### src/rtl/mem_access_unit_pkg.sv
// Shared definitions for the load/store sequencer: widths, FSM encoding, lanes.
package mem_access_unit_pkg;

  localparam int MAU_DATA_W = 24;
  localparam int MAU_ADDR_W = 24;

  typedef enum logic [1:0] {
    ST_IDLE   = 2'd0,
    ST_ACCESS = 2'd1,
    ST_WRITE  = 2'd2,
    ST_DONE   = 2'd3
  } state_t;

  localparam logic [1:0] LANE_0       = 2'd0;
  localparam logic [1:0] LANE_1       = 2'd1;
  localparam logic [1:0] LANE_2       = 2'd2;
  localparam logic [1:0] LANE_ILLEGAL = 2'd3;

  // A byte request naming the fourth (non-existent) lane is rejected.
  function automatic logic is_illegal(input logic is_byte, input logic [1:0] lane);
    return is_byte && (lane == LANE_ILLEGAL);
  endfunction

endpackage

### src/rtl/mem_access_unit_if.sv
// CPU-side request/response bundle of the load/store sequencer.
//
// Handshake: the CPU raises req with all request fields stable; the unit
// samples them at a rising edge only while busy=0. busy stays high until
// the operation ends; done pulses for exactly one cycle (error alongside it
// for an illegal lane). A req seen while busy=1 is dropped, never queued.
interface mem_access_unit_if #(
  parameter int DATA_W = 24,
  parameter int ADDR_W = 24
);
  logic              req;
  logic              req_write;
  logic              req_byte;
  logic              req_signed;
  logic [ADDR_W-1:0] req_addr;
  logic [1:0]        req_lane;
  logic [DATA_W-1:0] store_data;
  logic              busy;
  logic              done;
  logic              error;
  logic [DATA_W-1:0] load_data;

  modport master (
    output req, req_write, req_byte, req_signed, req_addr, req_lane, store_data,
    input  busy, done, error, load_data
  );

  modport slave (
    input  req, req_write, req_byte, req_signed, req_addr, req_lane, store_data,
    output busy, done, error, load_data
  );
endinterface

### src/rtl/mem_access_unit_byte_lane_unit.sv
// Combinational byte-lane datapath: load extraction/extension and store merge.
module byte_lane_unit
  import mem_access_unit_pkg::*;
#(
  parameter int DATA_W = MAU_DATA_W
) (
  input  logic [DATA_W-1:0] i_word,
  input  logic [1:0]        i_lane,
  input  logic              i_byte,
  input  logic              i_signed,
  input  logic [7:0]        i_store_byte,
  output logic [DATA_W-1:0] o_load,
  output logic [DATA_W-1:0] o_merged
);

  logic [7:0] w_sel;
  logic       w_fill;

  // Pick the addressed byte and extend it; word loads pass straight through.
  always_comb begin
    w_sel = 8'h00;
    case (i_lane)
      LANE_0:  w_sel = i_word[7:0];
      LANE_1:  w_sel = i_word[15:8];
      LANE_2:  w_sel = i_word[23:16];
      default: w_sel = 8'h00;
    endcase
    w_fill = i_signed & w_sel[7];
    if (i_byte) o_load = {{(DATA_W-8){w_fill}}, w_sel};
    else        o_load = i_word;
  end

  // Replace only the addressed byte; other lanes keep the word read back.
  always_comb begin
    o_merged = i_word;
    case (i_lane)
      LANE_0:  o_merged[7:0]   = i_store_byte;
      LANE_1:  o_merged[15:8]  = i_store_byte;
      LANE_2:  o_merged[23:16] = i_store_byte;
      default: o_merged        = i_word;
    endcase
  end

endmodule

### src/rtl/mem_access_unit.sv
// Load/store sequencer between the execute stage and DataMemory.
// Byte stores are read-modify-write because DataMemory writes whole words.
module mem_access_unit
  import mem_access_unit_pkg::*;
#(
  parameter int DATA_W = MAU_DATA_W,
  parameter int ADDR_W = MAU_ADDR_W
) (
  input  logic              i_clk,
  input  logic              i_rst_n,
  mem_access_unit_if.slave  cpu,
  input  logic [DATA_W-1:0] i_mem_read_data,
  output logic [ADDR_W-1:0] o_mem_adresa,
  output logic [DATA_W-1:0] o_mem_write_data,
  output logic              o_mem_write,
  output logic              o_mem_read,
  output state_t            o_dbg_state
);

  state_t            r_state;
  state_t            w_next_state;

  logic              r_write;
  logic              r_byte;
  logic              r_signed;
  logic [ADDR_W-1:0] r_addr;
  logic [1:0]        r_lane;
  logic [DATA_W-1:0] r_store_data;
  logic [DATA_W-1:0] r_rd_word;
  logic [DATA_W-1:0] r_load_data;
  logic              r_err;

  logic              w_illegal;
  logic [DATA_W-1:0] w_lane_word;
  logic [DATA_W-1:0] w_load_ext;
  logic [DATA_W-1:0] w_merged;

  assign w_illegal   = is_illegal(r_byte, r_lane);
  // Loads extract from live read data; the merge works on the captured word.
  assign w_lane_word = (r_state == ST_WRITE) ? r_rd_word : i_mem_read_data;

  byte_lane_unit #(.DATA_W(DATA_W)) u_lane (
    .i_word       (w_lane_word),
    .i_lane       (r_lane),
    .i_byte       (r_byte),
    .i_signed     (r_signed),
    .i_store_byte (r_store_data[7:0]),
    .o_load       (w_load_ext),
    .o_merged     (w_merged)
  );

  // State register.
  always_ff @(posedge i_clk or negedge i_rst_n) begin
    if (!i_rst_n) r_state <= ST_IDLE;
    else          r_state <= w_next_state;
  end

  // Next-state logic.
  always_comb begin
    w_next_state = r_state;
    case (r_state)
      ST_IDLE:   if (cpu.req) w_next_state = ST_ACCESS;
      ST_ACCESS: begin
        if (w_illegal)              w_next_state = ST_DONE;
        else if (r_write && r_byte) w_next_state = ST_WRITE;
        else                        w_next_state = ST_DONE;
      end
      ST_WRITE:  w_next_state = ST_DONE;
      ST_DONE:   w_next_state = ST_IDLE;
      default:   w_next_state = ST_IDLE;
    endcase
  end

  // Outputs decoded from state; memory strobes vanish the moment reset hits.
  always_comb begin
    o_mem_read       = 1'b0;
    o_mem_write      = 1'b0;
    o_mem_write_data = '0;
    case (r_state)
      ST_ACCESS: begin
        if (!w_illegal) begin
          if (r_write && !r_byte) begin
            o_mem_write      = 1'b1;
            o_mem_write_data = r_store_data;
          end else begin
            o_mem_read = 1'b1;
          end
        end
      end
      ST_WRITE: begin
        o_mem_write      = 1'b1;
        o_mem_write_data = w_merged;
      end
      default: ;
    endcase
  end

  // Request latch, read capture, load result and error flag.
  always_ff @(posedge i_clk or negedge i_rst_n) begin
    if (!i_rst_n) begin
      r_write      <= 1'b0;
      r_byte       <= 1'b0;
      r_signed     <= 1'b0;
      r_addr       <= '0;
      r_lane       <= 2'd0;
      r_store_data <= '0;
      r_rd_word    <= '0;
      r_load_data  <= '0;
      r_err        <= 1'b0;
    end else begin
      case (r_state)
        ST_IDLE: begin
          if (cpu.req) begin
            r_write      <= cpu.req_write;
            r_byte       <= cpu.req_byte;
            r_signed     <= cpu.req_signed;
            r_addr       <= cpu.req_addr;
            r_lane       <= cpu.req_lane;
            r_store_data <= cpu.store_data;
            r_err        <= 1'b0;
          end
        end
        ST_ACCESS: begin
          if (w_illegal)    r_err       <= 1'b1;
          else if (!r_write) r_load_data <= w_load_ext;
          else if (r_byte)   r_rd_word   <= i_mem_read_data;
        end
        default: ;
      endcase
    end
  end

  assign o_mem_adresa  = r_addr;
  assign cpu.busy      = (r_state != ST_IDLE);
  assign cpu.done      = (r_state == ST_DONE);
  assign cpu.error     = (r_state == ST_DONE) && r_err;
  assign cpu.load_data = r_load_data;
  assign o_dbg_state   = r_state;

endmodule

### src/flat_wrapper.sv
// flat-port wrapper written by rule: the top's interface ports become plain ports
module mem_access_unit_flat import mem_access_unit_pkg::*;
#(
  parameter int DATA_W = MAU_DATA_W,
  parameter int ADDR_W = MAU_ADDR_W
)
  (i_clk, i_rst_n, i_mem_read_data, o_mem_adresa, o_mem_write_data, o_mem_write, o_mem_read, o_dbg_state, cpu_req, cpu_req_write, cpu_req_byte, cpu_req_signed, cpu_req_addr, cpu_req_lane, cpu_store_data, cpu_busy, cpu_done, cpu_error, cpu_load_data);
  mem_access_unit_if #(.DATA_W(DATA_W), .ADDR_W(ADDR_W)) cpu_i ();
  input  logic i_clk;
  input  logic i_rst_n;
  input  logic [DATA_W-1:0] i_mem_read_data;
  output logic [ADDR_W-1:0] o_mem_adresa;
  output logic [DATA_W-1:0] o_mem_write_data;
  output logic o_mem_write;
  output logic o_mem_read;
  output state_t o_dbg_state;
  input wire logic [$bits(cpu_i.req)-1:0] cpu_req;
  input wire logic [$bits(cpu_i.req_write)-1:0] cpu_req_write;
  input wire logic [$bits(cpu_i.req_byte)-1:0] cpu_req_byte;
  input wire logic [$bits(cpu_i.req_signed)-1:0] cpu_req_signed;
  input wire logic [$bits(cpu_i.req_addr)-1:0] cpu_req_addr;
  input wire logic [$bits(cpu_i.req_lane)-1:0] cpu_req_lane;
  input wire logic [$bits(cpu_i.store_data)-1:0] cpu_store_data;
  output wire logic [$bits(cpu_i.busy)-1:0] cpu_busy;
  output wire logic [$bits(cpu_i.done)-1:0] cpu_done;
  output wire logic [$bits(cpu_i.error)-1:0] cpu_error;
  output wire logic [$bits(cpu_i.load_data)-1:0] cpu_load_data;
  assign cpu_i.req = cpu_req;
  assign cpu_i.req_write = cpu_req_write;
  assign cpu_i.req_byte = cpu_req_byte;
  assign cpu_i.req_signed = cpu_req_signed;
  assign cpu_i.req_addr = cpu_req_addr;
  assign cpu_i.req_lane = cpu_req_lane;
  assign cpu_i.store_data = cpu_store_data;
  assign cpu_busy = cpu_i.busy;
  assign cpu_done = cpu_i.done;
  assign cpu_error = cpu_i.error;
  assign cpu_load_data = cpu_i.load_data;
  mem_access_unit #(.DATA_W(DATA_W), .ADDR_W(ADDR_W)) u_core (.i_clk(i_clk), .i_rst_n(i_rst_n), .cpu(cpu_i), .i_mem_read_data(i_mem_read_data), .o_mem_adresa(o_mem_adresa), .o_mem_write_data(o_mem_write_data), .o_mem_write(o_mem_write), .o_mem_read(o_mem_read), .o_dbg_state(o_dbg_state));
endmodule
### config.mk
export PLATFORM = sky130hd
export DESIGN_NAME = mem_access_unit_flat
export DESIGN_NICKNAME = d
export VERILOG_FILES = /design/src/rtl/mem_access_unit_pkg.sv /design/src/rtl/mem_access_unit_if.sv /design/src/rtl/mem_access_unit_byte_lane_unit.sv /design/src/rtl/mem_access_unit.sv /design/src/flat_wrapper.sv
export SDC_FILE = /design/constraint.sdc
export NUM_CORES = 1
export LEC_CHECK = 0
export CAP_MARGIN = 20
export CORE_MARGIN = 3
export CORE_UTILIZATION = 43
export CTS_CLUSTER_DIAMETER = 200
export DETAILED_ROUTE_END_ITERATION = 7
export PLACE_DENSITY = 0.75
export SYNTH_ARGS = -nofsm -noshare
export SYNTH_HDL_FRONTEND = slang
export SYNTH_SLANG_ARGS = --single-unit
### constraint.sdc
create_clock -name i_clk -period 1.9 [get_ports i_clk]
set_clock_uncertainty 0.15 [all_clocks]
set_input_delay 0.285 -clock i_clk [delete_from_list [all_inputs] [get_ports i_clk]]
set_output_delay 0.285 -clock i_clk [all_outputs]
set_load 0.01 [all_outputs]
# Word-level counts from Yosys, hierarchy flattened
# Cells that the tools add are included.
# op_classes
n_eq_ne,8
n_mux,22
bitwise,3
n_reduce_logical,13
# ops
operator,count
24-bit two-way mux,4
24-bit one-hot mux with 2 select lines,1
8-bit two-way mux,3
8-bit one-hot mux with 3 select lines,1
2-bit equality test (second input constant),4
1-bit two-way mux,8
2-bit one-hot mux with 4 select lines,1
3-bit AND reduction,2
2-bit by 1-bit equality test with 1-bit output (second input constant),2
1-bit logical AND,4
2-bit logical NOT,2
2-bit two-way mux,2
1-bit one-hot mux with 2 select lines,2
4-bit AND reduction,1
2-bit nonzero test,2
2-bit by 1-bit inequality test with 1-bit output (second input constant),1
2-bit inequality test (second input constant),1
1-bit NOT,2
2-bit AND reduction,1
1-bit AND,1
1-bit logical NOT,1
# totals
reg_bits,104
in_bits,80
out_inout_bits,79
wordCells,56

# Longest topological paths before layout
# Gate-level depths: netlist (run 1).
# logic_depth
word_depth,5
mapped_depth,8
mapped_depth_nobuf,6

# Modules after synthesis
# A second synthesis (run 1) with hierarchy kept.
# hier_totals
hier_cells,454
hier_area_um2,5501.5
# modules_own_cells
mod,n_inst,cells_each,area_each_um2,seq_area_each_um2
mem_access_unit,1,324,4767.1,2602.5
byte_lane_unit,1,130,734.5,0.0

# Worst setup path before layout (run 1)
# No wires, ideal clock.
# synth_path
path_type,reg-to-output
start,register u_core.r_state[0] (netlist: u_core.o_dbg_state[0])
end,output port o_mem_write_data[14]
t_arrival_ns,1.654
t_required_ns,1.465
path_slack_ns,-0.189
stages_incl_launch_ff,8
path_buffers,3
cell_sequence,dfrtp_1 > inv_1 > ha_1 > buf_2 > buf_1 > buf_2 > a22oi_1 > nor2b_1
# synth_via
elab_chain_len,4
word_cells_on_any_way,5
cone_classes,2 x eq/ne; 3 x mux
# synth_lines
item,line_no,rtl
start: declaration,mem_access_unit.sv:20,state_t r_state;
start signal: assignment,mem_access_unit.sv:55,else r_state <= w_next_state;
2-bit equality test,"mem_access_unit.sv:40, mem_access_unit.sv:79",
24-bit two-way mux,mem_access_unit.sv:40,assign w_lane_word = (r_state == ST_WRITE) ? r_rd_word : i_mem_read_data;
8-bit two-way mux,mem_access_unit_byte_lane_unit.sv:36,case (i_lane)
24-bit one-hot mux with 2 select lines *,mem_access_unit.sv:79,case (r_state)
end: declaration,flat_wrapper.sv:13,output logic [DATA_W-1:0] o_mem_write_data;
# Every way passes the cells marked *; elsewhere a longest branch is shown, timed or not.

# Worst setup path after layout (run 1)
# layout_path
start,register u_core.r_state[0] (netlist: u_core.o_dbg_state[0])
end,output port o_mem_write_data[0]
# Same word-level chain as after synthesis.

==> impl_summary.txt, run 1 <==
----------------------------------------------------
[Synth]
  Count of mapped cells out of synthesis ... 408
  Syn Nets ... about 490
  Mean instance size in the synthesized netlist ... 12.7 µm²
  Number of enable flip-flop cells after synthesis ... 0
  Register bit total from synthesis ... between 100 and 150
  Cell types with the highest counts after synthesis ... dfrtp_1, mux2_2, a22oi_1
  Register area share after synthesis ... between 50% and 60%
  Top cell type's share of synthesized area ... 50.1%
  Post-synthesis cell type with the largest combined area ... dfrtp_1
  Syn. warnings ... 0
  Area contributors post-synth ... dfrtp_1, mux2_2, mux2_4
  Dominant synthesized flop cell ... dfrtp_1
  Yosys cell types ... 35
  Dominant cell by count in the synthesized netlist ... dfrtp_1
  Proportion of synthesized flip-flops having asynchronous set or reset ... between 90% and 100%
  Post-synthesis instance area ... between 5000 and 6000 µm²

[Timing]
  Final WS setup ... -0.388 ns
  Final number of setup-violating endpoints ... 49
  Smallest hold slack ... 0.223 ns
  Ratio of final minimum period to clock period ... 120%
  Final min period ... 2.29 ns
  Slew Limit Fails ... 0
  RSZ-0062 raised after global routing ... true
  FMAX ... ~440 MHz
  Final Hold Violating Endpoints ... 0
  Max-slew headroom at the worst pin ... between 30% and 40%
  Worst-margin pin slew ... around 0.9 ns

[Global route]
  Global route overflow ... 0
  Maximum number of pins on one net before global-route repair ... 43
  Overall track demand over capacity in global routing ... around a quarter
  Wire length of the first global-routing pass ... 26,200 µm
  Via count of the first global-routing pass ... roughly 4,700
  Number of antenna violations at the first check in global routing ... 0

[Flow run]
  Max_cap viols ... 0

[Cells and area]
  Storage element area ... roughly 2600 µm²
  Growth of design area from synthesis to finish ... 70.9%
  Filler cell count in the final layout ... roughly 700
  Share of cells above drive strength 1 ... roughly 50%
  Diodes inserted ... 0
  Number of nets in the final layout ... 723
  Post-route cell area ... between 8000 and 9000 µm²
  Combined area of the multi-input logic cells ... about 3200 µm²
  Cell Count, Final, Fillers Out ... 784

[Setup path]
  Slowest library cell on the worst path ... dfrtp_2
  Crit path kind ... reg2out
  Required time of the critical path ... 1.46 ns
  Crit path DAT ... approximately 1.9 ns
  CP max stage delay ... between 0.4 and 0.5 ns
  Maximum fanout count along the critical path ... 8
  R2r worst-path depth ... 9
  Setup crit start kind ... flop
  Category of the worst setup path capture point ... output pin
  Cell-by-cell listing of the critical path ... ha_4 -> and3b_2 -> a21o_4 -> a22oi_2 -> nor2b_1 -> buf_2

[Drt]
  Antenna Nets Post-Route ... 0
  Vias per cell ... 5.70
  Via count ... around 4,500
  Total detailed-routing wirelength ... between 15,000 and 20,000 µm
  DR WL/cell ... around 24 µm
  Residual DRC ... 0
  Count of routing violations after the opening detailed-route iteration ... about 250
  First-pass DRT Iterations ... 5

[Clocking]
  H-tree Lvls ... 3
  Largest buffer count on any clock path ... 2
  Clock-pin slew reported for the worst setup and hold paths after clock tree synthesis ... 0.07 ns
  CTS tree ... yes
  Root Buffer Master ... clkbuf_16
  Clk sinks ... about 100
  Insertion delay to the later sink of the worst-skew pair ... 0.36 ns
  Clock buffer count from CTS ... 9

[Status]
  Violations in the final reports ... negative setup slack
  Run status ... finished with violations

[Floorplanning]
  Starting utilization of the core area ... between 40% and 50%
  Die outline width ... 116 µm
  Number of I/O pins ... 159
  Die outline area ... 13,400 µm²
  Floorplan Core Area ... 11,600 µm²
  DIE HEIGHT ... ~120 µm
  FP Rows ... 39

[Hold path]
  HP Class ... in2async

[Placed design]
  Detailed placer's ending HPWL ... ~12,000 µm
  Buffers on Ports ... 158
  Final estimated routing congestion in global placement ... between 0.8 and 0.9
  Total placed instance area ... around 7400 µm²
  Cell total after placement ... ~740
  Post-Place Setup Slack ... -0.495 ns

[Pwr]
  Power per unit of standard cell area ... ~1900 nW/µm²
  Pleak ... roughly 3.8 nW
  Peak VDD IR ... 1.04 mV

----------------------------------------------------
## metrics by stage
| step | setup TNS (ns) | power [mW] | utilization, % |
|---|---|---|---|
| CTS | -13.48 | 15.2 | 72.4 |
| global placement | -13.71 | 11.3 | 63.4 |
| floorplan | -0.0196 | 8.00 | - |
| detailed placement | -15.88 | 11.5 | 63.4 |
| global route | -17.96 | 17.4 | 76.4 |
| finish | -15.22 | 16.7 | 76.4 |
## worst max-delay path, delay by kind of cell, from the launching register on
kind,cells,cell delay (ns)
AO/OA/AOI/OAI,2,0.42
adder cells (fa/ha/maj),1,0.17
buffers and inverters,1,0.14
flip-flops,1,0.45
AND/OR/NAND/NOR,2,0.30
## where the power goes
group / switching, mW / internal, mW / leakage, nW
Sequential: 1.00 / 3.34 / 1.25
Combinational: 4.46 / 5.91 / 2.41
Clock: 0.823 / 1.14 / 0.144
## sequential cells by signal, summed over array words and instances, names as in the netlist
name,cells
u_core.r_byte,1
u_core.r_rd_word,24
u_core.o_mem_adresa,24
u_core.cpu.load_data,24
u_core.r_signed,1
u_core.r_err,1
u_core.o_dbg_state,2
u_core.r_lane,2
u_core.r_store_data,24
u_core.r_write,1
## cell families after synthesis
| kind of cell | after synthesis | share of synthesized area [%] |
|---|---|---|
| flops | 104 | 50.1 |
| simple gates | 71 | 7.25 |
| buf+inv | 35 | 4.19 |
| compound gates | 75 | 10.6 |
| fa+ha+maj | 5 | 1.21 |
| mux | 118 | 26.6 |
## layer usage
| metal | GRT usage [%] | vias to the layer above | routed length, µm |
|---|---|---|---|
| li1 | - | 1956 | - |
| met1 | 31.8 | 2257 | 7270 |
| met2 | 42.4 | 210 | 9250 |
| met3 | 9.61 | 42 | 1470 |
| met4 | 7.81 | 0 | 587 |
| met5 | 0 | - | 0 |
## final cells by class
| cell class | instances | area share (%) |
|---|---|---|
| Inverter | 3 | 0.155 |
| Clock inverter | 4 | 0.818 |
| Clock buffer | 10 | 2.58 |
| Multi-Input combinational cell | 269 | 36.3 |
| Sequential cell | 104 | 29.4 |
| Tap cell | 143 | 2.02 |
| Timing Repair Buffer | 251 | 28.7 |
## path summary, 6_finish.rpt
kind	from	end	slack [ns]
worst min register to register	u_core.o_mem_adresa[20]	u_core.o_mem_adresa[20]	0.35
worst max-delay path	u_core.o_dbg_state[0]	o_mem_write_data[0]	-0.39
worst max register to register	u_core.o_dbg_state[0]	u_core.cpu.load_data[20]	-0.37
worst min-delay path	i_rst_n	u_core.r_rd_word[4]	0.22
max in group asynchronous	i_rst_n	u_core.r_lane[1]	0.81
min in group i_clk	u_core.o_mem_adresa[20]	u_core.o_mem_adresa[20]	0.35
## placed cells by master, fill, tap and decap left out, types with 4 or more instances in the layout
master and count:
buf_4 54, nor2b_1 22, nand2_1 18, mux2_4 33, o311ai_4 16, ha_4 4
clkbuf_16 11, a21oi_1 11, dfrtp_1 100, dfrtp_2 4, mux2_2 67, nor2_1 11
buf_2 24, buf_6 16, a22oi_2 28, buf_8 4, o22ai_2 6, clkdlybuf4s50_1 126
mux2i_4 15, buf_12 17
## what timing repair did
action                                  CTS  global route
pin swaps                                38            27
gates cloned                              4             1
hold buffers                              1             0
buffers inserted                         21            11
hold endpoints to repair                 20             0
gates resized for setup                 237            74
endpoints found under the setup margin   57            69
Power figures use the tool's default switching activity.
==> run 2, diff against run 1 <==
--- a/config.mk
+++ b/config.mk
@@ -5,7 +5,7 @@
 export SDC_FILE = /design/constraint.sdc
 export NUM_CORES = 1
 export LEC_CHECK = 0
-export CAP_MARGIN = 20
+export CAP_MARGIN = 0
 export CORE_MARGIN = 3
 export CORE_UTILIZATION = 43
 export CTS_CLUSTER_DIAMETER = 200
==> results of run 2 <==
The final DEF is identical to that of run 1; final timing and power are the same.
